<file path="src/rtl/dpram_rd_arb_pkg.sv">
// Shared constants for the two-requester read arbiter in front of the dual-port RAM.
package dpram_rd_arb_pkg;

  localparam int DEFAULT_DATA_WIDTH = 8;
  localparam int DEFAULT_ADDR_WIDTH = 8;

  localparam logic REQ0 = 1'b0;
  localparam logic REQ1 = 1'b1;

endpackage

</file>
<file path="src/rtl/dpram_rd_arb_ram.sv">
// Simple synchronous dual-port RAM: one write port, one registered read port.
// A read of the address being written in the same cycle returns the old word.
module dpram_rd_arb_ram
  import dpram_rd_arb_pkg::*;
#(
  parameter int DATA_WIDTH = DEFAULT_DATA_WIDTH,
  parameter int ADDR_WIDTH = DEFAULT_ADDR_WIDTH
) (
  input  logic                  clk,
  input  logic                  we,
  input  logic [ADDR_WIDTH-1:0] waddr,
  input  logic [DATA_WIDTH-1:0] wdata,
  input  logic [ADDR_WIDTH-1:0] raddr,
  output logic [DATA_WIDTH-1:0] rdata
);

  logic [DATA_WIDTH-1:0] mem [2**ADDR_WIDTH];
  logic [DATA_WIDTH-1:0] rdata_q, rdata_d;

  always_comb begin
    rdata_d = mem[raddr];
  end

  always_ff @(posedge clk) begin
    rdata_q <= rdata_d;
    if (we) begin
      mem[waddr] <= wdata;
    end
  end

  assign rdata = rdata_q;

endmodule

</file>
<file path="src/rtl/dpram_rd_arb.sv">
// Round-robin arbiter sharing one RAM read port between two requesters.
// Define DPRAM_RD_ARB_BYPASS_EN to forward same-cycle write data on a read/write collision.
module dpram_rd_arb
  import dpram_rd_arb_pkg::*;
#(
  parameter int DATA_WIDTH = DEFAULT_DATA_WIDTH,
  parameter int ADDR_WIDTH = DEFAULT_ADDR_WIDTH
) (
  input  logic                  clk,
  input  logic                  rst,
  input  logic                  wr_en,
  input  logic [ADDR_WIDTH-1:0] wr_addr,
  input  logic [DATA_WIDTH-1:0] wr_data,
  input  logic                  rd0_req,
  input  logic                  rd1_req,
  input  logic [ADDR_WIDTH-1:0] rd0_addr,
  input  logic [ADDR_WIDTH-1:0] rd1_addr,
  output logic                  rd0_gnt,
  output logic                  rd1_gnt,
  output logic                  rd0_valid,
  output logic                  rd1_valid,
  output logic [DATA_WIDTH-1:0] rd0_data,
  output logic [DATA_WIDTH-1:0] rd1_data,
  output logic                  rd_collision
);

  logic                  ram_we;
  logic [ADDR_WIDTH-1:0] rd_addr;
  logic [DATA_WIDTH-1:0] ram_rdata;
  logic [DATA_WIDTH-1:0] rd_word;

  logic                  last_q, last_d;
  logic                  vld0_q, vld0_d;
  logic                  vld1_q, vld1_d;
  logic                  coll_q, coll_d;
  logic [DATA_WIDTH-1:0] data0_q, data0_d;
  logic [DATA_WIDTH-1:0] data1_q, data1_d;
`ifdef DPRAM_RD_ARB_BYPASS_EN
  logic [DATA_WIDTH-1:0] byp_q, byp_d;
`endif

  // last_q names the most recent winner; contention goes to the other requester.
  always_comb begin
    rd0_gnt = 1'b0;
    rd1_gnt = 1'b0;
    if (!rst) begin
      if (rd0_req && rd1_req) begin
        rd0_gnt = (last_q == REQ1);
        rd1_gnt = (last_q == REQ0);
      end else begin
        rd0_gnt = rd0_req;
        rd1_gnt = rd1_req;
      end
    end
  end

  assign ram_we  = wr_en & ~rst;
  assign rd_addr = rd1_gnt ? rd1_addr : rd0_addr;

  dpram_rd_arb_ram #(
    .DATA_WIDTH(DATA_WIDTH),
    .ADDR_WIDTH(ADDR_WIDTH)
  ) u_ram (
    .clk  (clk),
    .we   (ram_we),
    .waddr(wr_addr),
    .wdata(wr_data),
    .raddr(rd_addr),
    .rdata(ram_rdata)
  );

`ifdef DPRAM_RD_ARB_BYPASS_EN
  assign rd_word = coll_q ? byp_q : ram_rdata;
`else
  assign rd_word = ram_rdata;
`endif

  always_comb begin
    last_d = last_q;
    if (rd0_gnt) begin
      last_d = REQ0;
    end else if (rd1_gnt) begin
      last_d = REQ1;
    end
    vld0_d  = rd0_gnt;
    vld1_d  = rd1_gnt;
    coll_d  = (rd0_gnt | rd1_gnt) & ram_we & (rd_addr == wr_addr);
    data0_d = vld0_q ? rd_word : data0_q;
    data1_d = vld1_q ? rd_word : data1_q;
`ifdef DPRAM_RD_ARB_BYPASS_EN
    byp_d   = wr_data;
`endif
  end

  always_ff @(posedge clk) begin
    if (rst) begin
      last_q  <= REQ1;
      vld0_q  <= 1'b0;
      vld1_q  <= 1'b0;
      coll_q  <= 1'b0;
      data0_q <= '0;
      data1_q <= '0;
`ifdef DPRAM_RD_ARB_BYPASS_EN
      byp_q   <= '0;
`endif
    end else begin
      last_q  <= last_d;
      vld0_q  <= vld0_d;
      vld1_q  <= vld1_d;
      coll_q  <= coll_d;
      data0_q <= data0_d;
      data1_q <= data1_d;
`ifdef DPRAM_RD_ARB_BYPASS_EN
      byp_q   <= byp_d;
`endif
    end
  end

  // Reset landing on a valid cycle must swallow that pulse and blank the outputs.
  assign rd0_valid    = vld0_q & ~rst;
  assign rd1_valid    = vld1_q & ~rst;
  assign rd_collision = coll_q & ~rst;
  assign rd0_data     = rst ? '0 : (vld0_q ? rd_word : data0_q);
  assign rd1_data     = rst ? '0 : (vld1_q ? rd_word : data1_q);

endmodule

</file>
<file path="config.mk">
export PLATFORM = sky130hd
export DESIGN_NAME = dpram_rd_arb
export DESIGN_NICKNAME = d
export VERILOG_FILES = /design/src/rtl/dpram_rd_arb_pkg.sv /design/src/rtl/dpram_rd_arb_ram.sv /design/src/rtl/dpram_rd_arb.sv
export SDC_FILE = /design/constraint.sdc
export NUM_CORES = 2
export LEC_CHECK = 0
export CAP_MARGIN = 0
export CORE_UTILIZATION = 25
export DETAILED_ROUTE_END_ITERATION = 10
export GPL_ROUTABILITY_DRIVEN = 1
export RECOVER_POWER = 50
export SLEW_MARGIN = 0
export SYNTH_ARGS = -nofsm -noshare
export SYNTH_HDL_FRONTEND = slang
export SYNTH_HIERARCHICAL = 1
export SYNTH_SLANG_ARGS = --single-unit
</file>
<file path="constraint.sdc">
create_clock -name clk -period 5.14 [get_ports clk]
set_input_delay 0.514 -clock clk [delete_from_list [all_inputs] [get_ports clk]]
set_output_delay 0.514 -clock clk [all_outputs]
set_load 0.02 [all_outputs]
</file>
==> PnR_summary.wiki <==
{| class="wikitable"
! Metric !! Value
|-
| Status || finished, violations left
|-
| Violations in the final reports || max-capacitance violations, max-slew violations
|-
| Clock network latency to the later pin of the worst-skew pair || approximately 0.87 ns
|-
| Deepest level of the CTS H-tree || 4
|-
| Area fraction of the dominant cell type after synthesis || 76.27%
|-
| Routed Wire Length || ~210 mm
|-
| Total iterations of the first detailed-routing run || 6
|-
| Number of placement rows || 208
|-
| Cell chosen for the clock root || sky130_fd_sc_hd__clkbuf_16
|-
| Clock slew at the register clock pins of the worst setup and hold paths || 0.06 ns
|-
| IR Drop Worst-Case VDD || between 0.0003 and 0.0004 V
|-
| Fraction of the core area covered by cells at the end of the flow || 29.16%
|-
| Startpoint of the lowest-slack register-to-register path || last_q
|-
| Yosys reg bits || 2076
|-
| Wire length of the first global-routing pass || roughly 300 mm
|-
| Total standard cell area after synthesis || 80630 sq um
|-
| Total nets after synthesis || 3895
|-
| Final hold violation count || 0
|-
| Initial core utilization || 25.13%
|-
| Pin count of the biggest net entering global routing || 205
|-
| Wire length per cell after detailed routing || 24.21 um
|-
| Critical path startpoint || rst
|-
| CTS Sinks || 2076
|-
| Most common cell in the synthesized netlist || sky130_fd_sc_hd__edfxtp_1
|-
| Setup TNS || 0 ns
|-
| Vias per cell || 4.683
|-
| Path class of the lowest-slack min-delay path || in -> reg
|-
| Kind of capture point of the worst setup path || register
|-
| Final clock skew || 0.06586 ns
|-
| Most area-consuming cells after synthesis || sky130_fd_sc_hd__edfxtp_1 (76%), sky130_fd_sc_hd__mux4_2 (13%), sky130_fd_sc_hd__mux2i_1 (1.9%)
|-
| Number of enable flip-flop cells after synthesis || 2048
|-
| Highest Clock Rate || 0.2207 GHz
|-
| Data arrival at the endpoint of the critical path || 5.25 ns
|-
| Critical Path Source Type || primary input
|-
| Destination of the worst register-to-register timing path || u_ram/rdata[7]
|-
| Total track usage || 12.47%
|-
| Area Growth Syn to Fin || 16.07%
|-
| Final hold slack || about 0.38 ns
|-
| Die outline width || 569.9 um
|-
| Worst-path maximum fanout || 33
|-
| Overall die area || 324800 sq um
|-
| HPWL after DPL || between 100 and 150 mm
|-
| Post-CTS sizing || 0
|-
| Static leakage || 28.02 nW
|-
| Number of buffers created by CTS || 208
|-
| Minimum clock period || about 4.5 ns
|-
| Number of setup buffers added after CTS || 0
|-
| Die Span Y || 569.9 um
|-
| Count of buffers from port buffering || 57
|-
| Post-synthesis async set-or-reset flop share || 0%
|-
| Worst slew margin relative to its limit || -209.7%
|-
| Remaining Overflow, GRT || 0
|-
| Final worst slack || 0.6089 ns
|-
| R2R depth || 13
|-
| Max-cap check violation count || 10
|-
| Required time worst endpoint || 5.86 ns
|-
| Count of mapped cells out of synthesis || 3858
|-
| Placement-stage worst setup slack || -0.2520 ns
|-
| Avg Cell Area, Syn || between 20 and 25 sq um
|-
| Number of buffers between clock root and the deepest sink || 3
|-
| Remaining design rule violation count || 0
|-
| Worst R2R Setup Slack || 0.65 ns
|-
| Vias in the first global route || 40080
|-
| Final period utilization || 88.15%
|-
| Max-slew violations || 983
|-
| Worst slew pin tran || 4.645 ns
|-
| Global placement routability congestion || 0.8344
|-
| Core Region || 320900 sq um
|-
| Clock tree from TritonCTS || built
|-
| Total power divided by cell area || 389.3 nW/um^2
|-
| Setup violation total in the final timing report || 0
|-
| Number of buffers added to fix hold violations after cts || 0
|-
| Post-route antenna net violation count || 0
|-
| Via count || roughly 40000
|-
| Initial DRC Count || ~4600
|-
| Number of distinct library cells after synthesis || 66
|-
| Critical Setup Path Class || in -> reg
|-
| Ys Warns || 6
|-
| Part of the Yosys area used for sequential elements || around 77%
|-
| Number of top-level pins || 58
|-
| Number of nets in the layout || 4079
|-
| Capture point of the critical path || u_ram/rdata[7]
|-
| Unrepaired setup endpoints after global routing || no
|-
| Dominant register cell in the synthesized netlist || sky130_fd_sc_hd__edfxtp_1
|-
| Number of antenna violations at the first check in global routing || 14
|-
| Most instantiated cells after synthesis || sky130_fd_sc_hd__edfxtp_1 (2048), sky130_fd_sc_hd__mux4_2 (454), sky130_fd_sc_hd__nor2_1 (301)
|-
| Cell taking the most area after synthesis || sky130_fd_sc_hd__edfxtp_1
|-
| Share of final-layout standard cells stronger than drive strength 1 || 22.58%
|}
-- where the power goes --
| part | internal [mW] | total (mW) | leakage, nW | switching (mW) |
|---|---|---|---|---|
| clock network | 8.65 | 15.2 | 3.35 | 6.53 |
| logic | 0.947 | 2.51 | 6.04 | 1.56 |
| registers | 18.7 | 18.7 | 18.6 | 0.0760 |
| total | 28.3 | 36.4 | 28.0 | 8.17 |
-- worst min-delay path by stage --
stage	start	end	slack [ns]	cells past startpoint
after global placement	data1_q[1]	data1_q[1]	0.50	2
after global routing	rd0_req	vld0_q	0.36	2
after CTS	wr_data[2]	u_ram/mem[35][2]	0.13	1
after floorplan	last_q	last_q	0.50	2
final	rd0_req	vld0_q	0.38	2
after detailed placement	data0_q[3]	data0_q[3]	0.50	2
-- critical path: stages --
cell and delay (ns):
sky130_fd_sc_hd__dlygate4sd3_1 0.60, sky130_fd_sc_hd__nor2b_4 0.21, sky130_fd_sc_hd__nand2_8 0.12, sky130_fd_sc_hd__inv_2 0.21, sky130_fd_sc_hd__nand2_1 0.13, sky130_fd_sc_hd__nand2_4 0.25, sky130_fd_sc_hd__buf_4 0.30, sky130_fd_sc_hd__buf_4 0.60
sky130_fd_sc_hd__mux4_2 0.59, sky130_fd_sc_hd__a22oi_1 0.33, sky130_fd_sc_hd__a21oi_1 0.12, sky130_fd_sc_hd__nor4_1 0.88, sky130_fd_sc_hd__buf_4 0.25, sky130_fd_sc_hd__nor4_1 0.05
-- registers in the layout (all words and copies together) (netlist names) --
register / count
vld1_q: 1
data0_q: 8
data1_q: 8
u_ram/mem: 2048
vld0_q: 1
u_ram/rdata: 8
coll_q: 1
last_q: 1
-- per-layer routing --
| metal | track usage, % | share of wire, % |
|---|---|---|
| met4 | 4.288 | 3.5 |
| met1 | 16.35 | 40 |
| met2 | 20.65 | 49 |
| met3 | 2.333 | 7.3 |
| met5 | 0 | 0.0063 |
-- placed cells by master (no fill, tap or decap), types with 6 or more instances in the layout --
cell type and instances:
sky130_fd_sc_hd__mux2i_1 150, sky130_fd_sc_hd__nor2_1 298, sky130_fd_sc_hd__buf_12 28, sky130_fd_sc_hd__nand2b_1 9, sky130_fd_sc_hd__clkinv_2 38, sky130_fd_sc_hd__dfxtp_1 28, sky130_fd_sc_hd__o221ai_1 47, sky130_fd_sc_hd__nor4_1 20
sky130_fd_sc_hd__clkinvlp_4 8, sky130_fd_sc_hd__nand3_1 35, sky130_fd_sc_hd__a22o_1 8, sky130_fd_sc_hd__a211oi_1 16, sky130_fd_sc_hd__nand2_1 47, sky130_fd_sc_hd__mux4_2 454, sky130_fd_sc_hd__clkinv_16 6, sky130_fd_sc_hd__a22oi_1 133
sky130_fd_sc_hd__and2_1 7, sky130_fd_sc_hd__o211ai_1 10, sky130_fd_sc_hd__clkdlybuf4s50_1 48, sky130_fd_sc_hd__or2_2 6, sky130_fd_sc_hd__o22ai_1 28, sky130_fd_sc_hd__edfxtp_1 2048, sky130_fd_sc_hd__nand4_1 11, sky130_fd_sc_hd__buf_4 123
sky130_fd_sc_hd__nor3_1 22, sky130_fd_sc_hd__bufinv_16 22, sky130_fd_sc_hd__clkbuf_1 47, sky130_fd_sc_hd__a21oi_1 99, sky130_fd_sc_hd__a221oi_1 15, sky130_fd_sc_hd__clkbuf_16 208, sky130_fd_sc_hd__nor4_2 8, sky130_fd_sc_hd__clkinv_1 52
sky130_fd_sc_hd__o21ai_0 11, sky130_fd_sc_hd__nor2b_1 33, sky130_fd_sc_hd__inv_6 7
-- final cells by class --
class	count	area, sq um
diodes	3	7.507
clock buffers	249	5389
clock inverters	144	1525
fillers	31000	227300
inverters	9	33.78
multi-input cells	1535	17160
flip-flops and latches	2076	62060
well taps	4305	5386
repair buffers	212	2026
-- cells by family (layout without fill, tap and decap cells) --
family | after synthesis | count (layout) | share of synthesized area (%)
muxes | 608 | 608 | 14.64
xor gates and xnor gates | 6 | 6 | 0.06519
other | 0 | 3 | 0
buffers and inverters | 247 | 614 | 1.871
and+or+nand+nor | 522 | 522 | 2.948
AOI/OAI and AO/OA | 399 | 399 | 3.510
DFF | 2076 | 2076 | 76.97
-- metrics by stage --
stage	instances	instance area [sq um]	power, mW
global placement	8136	86750	21.59
detailed placement	8137	86770	21.61
CTS	8530	93680	36.73
finish	8533	93580	36.44
global route	8531	93580	37.44
floorplan	3858	80630	20.46
Power figures use the tool's default switching activity.
